$ cat src/rtl/alu_pipe_pkg.sv
// Shared opcode encoding for the alu_pipe two-stage ALU.
package alu_pipe_pkg;

   localparam int OP_W = 3;

   typedef enum logic [OP_W-1:0] {
      ADD      = 3'b000,
      SUB      = 3'b001,
      AND      = 3'b010,
      OR       = 3'b011,
      XOR      = 3'b100,
      ADD3     = 3'b101,
      ACC_LOAD = 3'b110,
      ACC_ADD  = 3'b111
   } op_e;

endpackage

$ cat src/rtl/alu_pipe_core.sv
// Combinational ALU datapath for alu_pipe: result plus accumulator next-value.
// ALU_PIPE_SAT_EN selects clamping arithmetic instead of wrap-around.
module alu_pipe_core
   import alu_pipe_pkg::*;
#(
   parameter int WIDTH = 4
) (
   input  logic [WIDTH-1:0] a_i,
   input  logic [WIDTH-1:0] b_i,
   input  logic [WIDTH-1:0] c_i,
   input  op_e              op_i,
   input  logic [WIDTH-1:0] acc_i,
   output logic [WIDTH:0]   ret_o,
   output logic             acc_we_o,
   output logic [WIDTH-1:0] acc_d_o
);

`ifdef ALU_PIPE_SAT_EN
   // One spare bit so a three-way sum never hides an overflow.
   localparam int S3_W = WIDTH + 2;
`else
   localparam int S3_W = WIDTH + 1;
`endif

   logic [WIDTH:0]  sum_ab;
   logic [WIDTH:0]  diff_ab;
   logic [WIDTH:0]  sum_acc;
   logic [S3_W-1:0] sum3;
   logic [WIDTH:0]  acc_res;

   assign sum_ab  = {1'b0, a_i} + {1'b0, b_i};
   assign diff_ab = {1'b0, a_i} - {1'b0, b_i};
   assign sum_acc = {1'b0, acc_i} + {1'b0, a_i};
   assign sum3    = S3_W'(a_i) + S3_W'(b_i) + S3_W'(c_i);

`ifdef ALU_PIPE_SAT_EN
   function automatic logic [WIDTH:0] sat_hi(input logic ovf, input logic [WIDTH-1:0] low);
      return ovf ? {1'b1, {WIDTH{1'b1}}} : {1'b0, low};
   endfunction

   function automatic logic [WIDTH:0] sat_lo(input logic [WIDTH:0] diff);
      return diff[WIDTH] ? {1'b1, {WIDTH{1'b0}}} : diff;
   endfunction

   assign acc_res = sat_hi(sum_acc[WIDTH], sum_acc[WIDTH-1:0]);
`else
   assign acc_res = sum_acc;
`endif

   always_comb begin
      ret_o    = '0;
      acc_we_o = 1'b0;
      acc_d_o  = acc_i;
      case (op_i)
`ifdef ALU_PIPE_SAT_EN
         ADD:  ret_o = sat_hi(sum_ab[WIDTH], sum_ab[WIDTH-1:0]);
         SUB:  ret_o = sat_lo(diff_ab);
         ADD3: ret_o = sat_hi(|sum3[S3_W-1:WIDTH], sum3[WIDTH-1:0]);
`else
         ADD:  ret_o = sum_ab;
         SUB:  ret_o = diff_ab;
         ADD3: ret_o = sum3;
`endif
         AND:  ret_o = {1'b0, a_i & b_i};
         OR:   ret_o = {1'b0, a_i | b_i};
         XOR:  ret_o = {1'b0, a_i ^ b_i};
         ACC_LOAD: begin
            ret_o    = {1'b0, a_i};
            acc_we_o = 1'b1;
            acc_d_o  = a_i;
         end
         ACC_ADD: begin
            ret_o    = acc_res;
            acc_we_o = 1'b1;
            acc_d_o  = acc_res[WIDTH-1:0];
         end
         default: ret_o = '0;
      endcase
   end

endmodule

$ cat src/rtl/alu_pipe.sv
// Two-stage valid/ready ALU pipeline with an internal accumulator.
// Define ALU_PIPE_SAT_EN to build the saturating arithmetic variant.
module alu_pipe
   import alu_pipe_pkg::*;
#(
   parameter int               WIDTH   = 4,
   parameter logic [WIDTH-1:0] ACC_RST = '0
) (
   input  logic             clk,
   input  logic             rst_n,
   input  logic             in_valid,
   output logic             in_ready,
   input  logic [WIDTH-1:0] a,
   input  logic [WIDTH-1:0] b,
   input  logic [WIDTH-1:0] c,
   input  logic [OP_W-1:0]  sel,
   output logic             out_valid,
   input  logic             out_ready,
   output logic [WIDTH:0]   ret,
   output logic [WIDTH-1:0] acc
);

   logic             s1_valid_q, s1_valid_d;
   logic [WIDTH-1:0] s1_a_q, s1_a_d;
   logic [WIDTH-1:0] s1_b_q, s1_b_d;
   logic [WIDTH-1:0] s1_c_q, s1_c_d;
   op_e              s1_op_q, s1_op_d;
   logic             out_valid_q, out_valid_d;
   logic [WIDTH:0]   ret_q, ret_d;
   logic [WIDTH-1:0] acc_q, acc_d;

   logic             s1_load;
   logic             s2_load;
   logic [WIDTH:0]   core_ret;
   logic             core_acc_we;
   logic [WIDTH-1:0] core_acc;

   // A stage may take new data when it is empty or its content moves on.
   assign s2_load  = !out_valid_q || out_ready;
   assign s1_load  = !s1_valid_q || s2_load;
   assign in_ready = s1_load;

   alu_pipe_core #(
      .WIDTH (WIDTH)
   ) u_core (
      .a_i      (s1_a_q),
      .b_i      (s1_b_q),
      .c_i      (s1_c_q),
      .op_i     (s1_op_q),
      .acc_i    (acc_q),
      .ret_o    (core_ret),
      .acc_we_o (core_acc_we),
      .acc_d_o  (core_acc)
   );

   always_comb begin
      s1_valid_d  = s1_valid_q;
      s1_a_d      = s1_a_q;
      s1_b_d      = s1_b_q;
      s1_c_d      = s1_c_q;
      s1_op_d     = s1_op_q;
      out_valid_d = out_valid_q;
      ret_d       = ret_q;
      acc_d       = acc_q;

      if (s1_load) begin
         s1_valid_d = in_valid;
         if (in_valid) begin
            s1_a_d  = a;
            s1_b_d  = b;
            s1_c_d  = c;
            s1_op_d = op_e'(sel);
         end
      end

      // Accumulator commits with the S2 load, so the next ACC op in S1 sees it.
      if (s2_load) begin
         out_valid_d = s1_valid_q;
         if (s1_valid_q) begin
            ret_d = core_ret;
            if (core_acc_we) begin
               acc_d = core_acc;
            end
         end
      end
   end

   always_ff @(posedge clk or negedge rst_n) begin
      if (!rst_n) begin
         s1_valid_q  <= 1'b0;
         s1_a_q      <= '0;
         s1_b_q      <= '0;
         s1_c_q      <= '0;
         s1_op_q     <= ADD;
         out_valid_q <= 1'b0;
         ret_q       <= '0;
         acc_q       <= ACC_RST;
      end else begin
         s1_valid_q  <= s1_valid_d;
         s1_a_q      <= s1_a_d;
         s1_b_q      <= s1_b_d;
         s1_c_q      <= s1_c_d;
         s1_op_q     <= s1_op_d;
         out_valid_q <= out_valid_d;
         ret_q       <= ret_d;
         acc_q       <= acc_d;
      end
   end

   assign out_valid = out_valid_q;
   assign ret       = ret_q;
   assign acc       = acc_q;

endmodule

$ cat config.mk
export PLATFORM = sky130hd
export DESIGN_NAME = alu_pipe
export DESIGN_NICKNAME = d
export VERILOG_FILES = /design/src/rtl/alu_pipe_pkg.sv /design/src/rtl/alu_pipe_core.sv /design/src/rtl/alu_pipe.sv
export SDC_FILE = /design/constraint.sdc
export NUM_CORES = 1
export LEC_CHECK = 0
export ABC_AREA = 1
export CORE_MARGIN = 3
export CORE_UTILIZATION = 49
export DETAILED_ROUTE_END_ITERATION = 10
export PLACE_DENSITY = 0.81
export SLEW_MARGIN = 10
export SYNTH_ARGS = -nofsm -noshare
export SYNTH_HDL_FRONTEND = slang
export SYNTH_HIERARCHICAL = 1
export SYNTH_SLANG_ARGS = --single-unit
$ cat constraint.sdc
create_clock -name clk -period 2.3 [get_ports clk]
set_input_delay 0.23 -clock clk [delete_from_list [all_inputs] [get_ports clk]]
set_output_delay 0.23 -clock clk [all_outputs]
set_load 0.1 [all_outputs]
==> qor.txt <==
Syn Inst Count: 270
Met2 wire length: 2.501 mm
Drt drc: 0
Nets: 359
Crit. End Element: flop
Endpoints failing setup: 4
Power Density: 1013 nW/µm²
Wire length per cell: 14.07 µm
Drt pass-1 iters: 4
RSZ-0062 raised after global routing: yes
Netlist Area Pre-Place: 1999 µm²
Storage cell area: 651.9 µm²
Top cells by area, synth: dfrtp_1 (33%), nand2_1 (17%), ha_1 (13%), nand3_1 (10%), inv_1 (5.8%)
Die H: 69.88 µm
Initial Utilization: 52.64%
Mapped Avg Cell Area: 7.405 µm²
Multi-input logic area: 1221 µm²
Hold slack: 0.3112 ns
Max Fclk: 416.1 MHz
Critical R2R Launch: s1_a_q[0]
First-pass GRT wire length: 8.418 mm
WL met1: 2.218 mm
Final Max Slew Viols: 0
CTS tree: yes
Cell-internal power: 1.224 mW
Vias in the first global route: 1892
Total power: 2.563 mW
Fillers: 321
Final hold vios: 0
Max Buffers Root-to-Sink: 2
Top Metal Used: met4
Vias per cell: 5.388
Root Driver: clkbuf_8
Hold-fix buffers, CTS: 0
Clk_skew: 0.004056 ns
Worst-path cell chain: ha_4 -> fa_2 -> inv_2 -> fa_2 -> nor3_1 -> nor3_1 -> o2111ai_1 -> nand3_1 -> nand2_1
Initial antenna violation count: 0
Clock latency on the worst-skew pair: 0.27 ns
Cell accounting for the most synthesized area: dfrtp_1
Slowest cell on the critical path: fa_2
Placer Congestion: 0.9395
Sinks on Clock Net: 26
Register bit count reported by yosys: 26
Failing checks: setup timing
Flop2flop setup slack: -0.10 ns
Row cnt: 22
Global route overflow: 0
Clock-pin slew on the worst setup and hold paths: 0.09 ns
Fin cells: 363
Slew margin rel.: 71.37%
Vias: 1956
MaxCap Viol Count: 0
Most frequent cells in the layout: nand2_1 (88), nand3_1 (40), inv_1 (29), buf_4 (29), dfrtp_1 (25)
Largest net degree at the start of global routing: 27
Clk pwr share: 11.7%
Worst reg2reg endpoint: ret[1]
Worst-Margin Slew: 0.4294 ns
Final WS setup: -0.1031 ns
Share of layout cells above drive strength 1: 18.10%
CP arrival: 2.58 ns
Post-Route WL: 5.106 mm
Pleak: 1.369 nW
H-tree Lvls: 1
Top cell type's share of synthesized area: 32.54%
CTS buffer count: 3
Post-DP HPWL: 3.879 mm
Die X: 69.88 µm
Post-Place Cells: 357
I/O pin cnt: 30
Worst-case reg-to-reg path depth: 9
Max VDD drop: 0.4680 mV
Setup slack at placement: -0.06141 ns
Register area share after synthesis: 32.54%
Sequential Power Share: 26.6%
Sw Pwr: 1.339 mW
Status: finished, violations left
DR iter-0 viols: 150
Ys Warns: 6
CP Launch Type: flop
Net Sw Frac: 52.24%
WP data required: 2.47 ns
Core area: 3799 µm²
Mapped Nets: 313
Global Route Usage Sum: 21.27%
Top delay family on crit path: adder cells
DR WL met3: 250 µm
Fin util: 66.60%
Antenna Cells: 0
CP peak stage delay: 0.59 ns
Comb power frac: 61.7%
Yosys cell types: 30
CP Max Fanout: 2
Period minus WS final: 2.403 ns
Port bufs: 29
HP Class: primary input to async pin
Layout overhead on the synthesized area: 26.53%
Routed Antenna Nets: 0
Most common cell after layout, fill and taps aside: nand2_1
Final period util: 104.5%
Worst path bufs/invs: 1
Critical path type: flop to flop
Die area: 4883 µm²
[power by group through the flow]
stage / Sequential [mW] / Combinational, mW / Clock [mW]
detailed placement: 0.687 / 1.51 / 0
floorplan: 1.17 / 0.603 / 0
finish: 0.681 / 1.58 / 0.300
global route: 0.702 / 1.71 / 0.324
global placement: 0.684 / 1.48 / 0
CTS: 0.679 / 1.52 / 0.304
[state kept, by name, indices dropped and copies added, names as in the netlist]
| name | flops |
|---|---|
| s1_c_q | 4 |
| out_valid | 1 |
| s1_valid_q | 1 |
| s1_b_q | 4 |
| acc | 4 |
| ret | 5 |
| s1_a_q | 4 |
| s1_op_q | 3 |
[worst max path at each step]
stage	from	to	slack, ns	depth (start not counted)
floorplan	s1_a_q[0]	ret[4]	0.005	14
CTS	s1_a_q[0]	ret[3]	0.01	14
finish	s1_a_q[0]	ret[1]	-0.10	9
detailed placement	s1_a_q[0]	ret[2]	-0.06	12
global route	s1_a_q[0]	ret[1]	-0.28	9
global placement	s1_a_q[0]	ret[2]	0.002	12
[layout make-up]
cell class,instances,area share (%)
Clock buffer,4,2.176
Inverter,33,4.896
Multi-Input combinational cell,204,48.27
Sequential cell,26,25.77
Tap cell,48,2.374
Timing Repair Buffer,48,16.52
[metal layers]
metal | track usage [%] | vias to the layer above
met2 | 36.73 | 70
met4 | 8.723 | 0
met3 | 2.158 | 14
met5 | 0 | -
met1 | 27.04 | 909
li1 | - | 963
[synth_stat cells]
cell / count
nand2_1: 90
nand3_1: 41
inv_1: 31
dfrtp_1: 26
ha_1: 20
nor2_1: 11
a21oi_1: 7
nand4_1: 7
fa_1: 4
buf_2: 3
nor3_1: 3
o21ai_0: 3
a22oi_1: 2
buf_4: 2
inv_2: 2
nor2_2: 2
o22ai_1: 2
xor2_1: 2
a21oi_2: 1
buf_6: 1
clkbuf_2: 1
nand2_2: 1
nand2_4: 1
nand3_2: 1
nand3_4: 1
nor2_4: 1
nor3b_2: 1
o2111ai_1: 1
o21ai_1: 1
or2_2: 1
[timing repair]
item	CTS	global route
gates resized for setup	2	9
buffers inserted	0	2
pin swaps	1	13
gates cloned	0	0
endpoints found under the setup margin	4	4
[per-stage QoR]
stage | setup TNS [ns] | instance area, µm²
after floorplan | 0 | 2001
after global placement | 0 | 2417
after detailed placement | -0.1485 | 2417
after CTS | 0 | 2477
after global routing | -0.8282 | 2530
final | -0.2169 | 2530
[cells by family (layout without fill, tap and decap cells)]
| logic type | after synthesis | count (layout) | synth area share [%] |
|---|---|---|---|
| compound gates | 17 | 17 | 5.005 |
| xor+xnor | 2 | 2 | 0.8763 |
| fa+ha+maj | 24 | 24 | 16.52 |
| buf+inv | 40 | 85 | 8.510 |
| flops | 26 | 26 | 32.54 |
| simple gates | 161 | 161 | 36.55 |
[worst reg2reg max path, stage by stage, from the launching register on]
cell	delay (ns)
dfrtp_1	0.42
ha_4	0.18
fa_2	0.59
inv_2	0.05
fa_2	0.52
nor3_1	0.06
nor3_1	0.18
o2111ai_1	0.14
nand3_1	0.10
nand2_1	0.06
No activity file was read; power rests on OpenSTA's default activity.
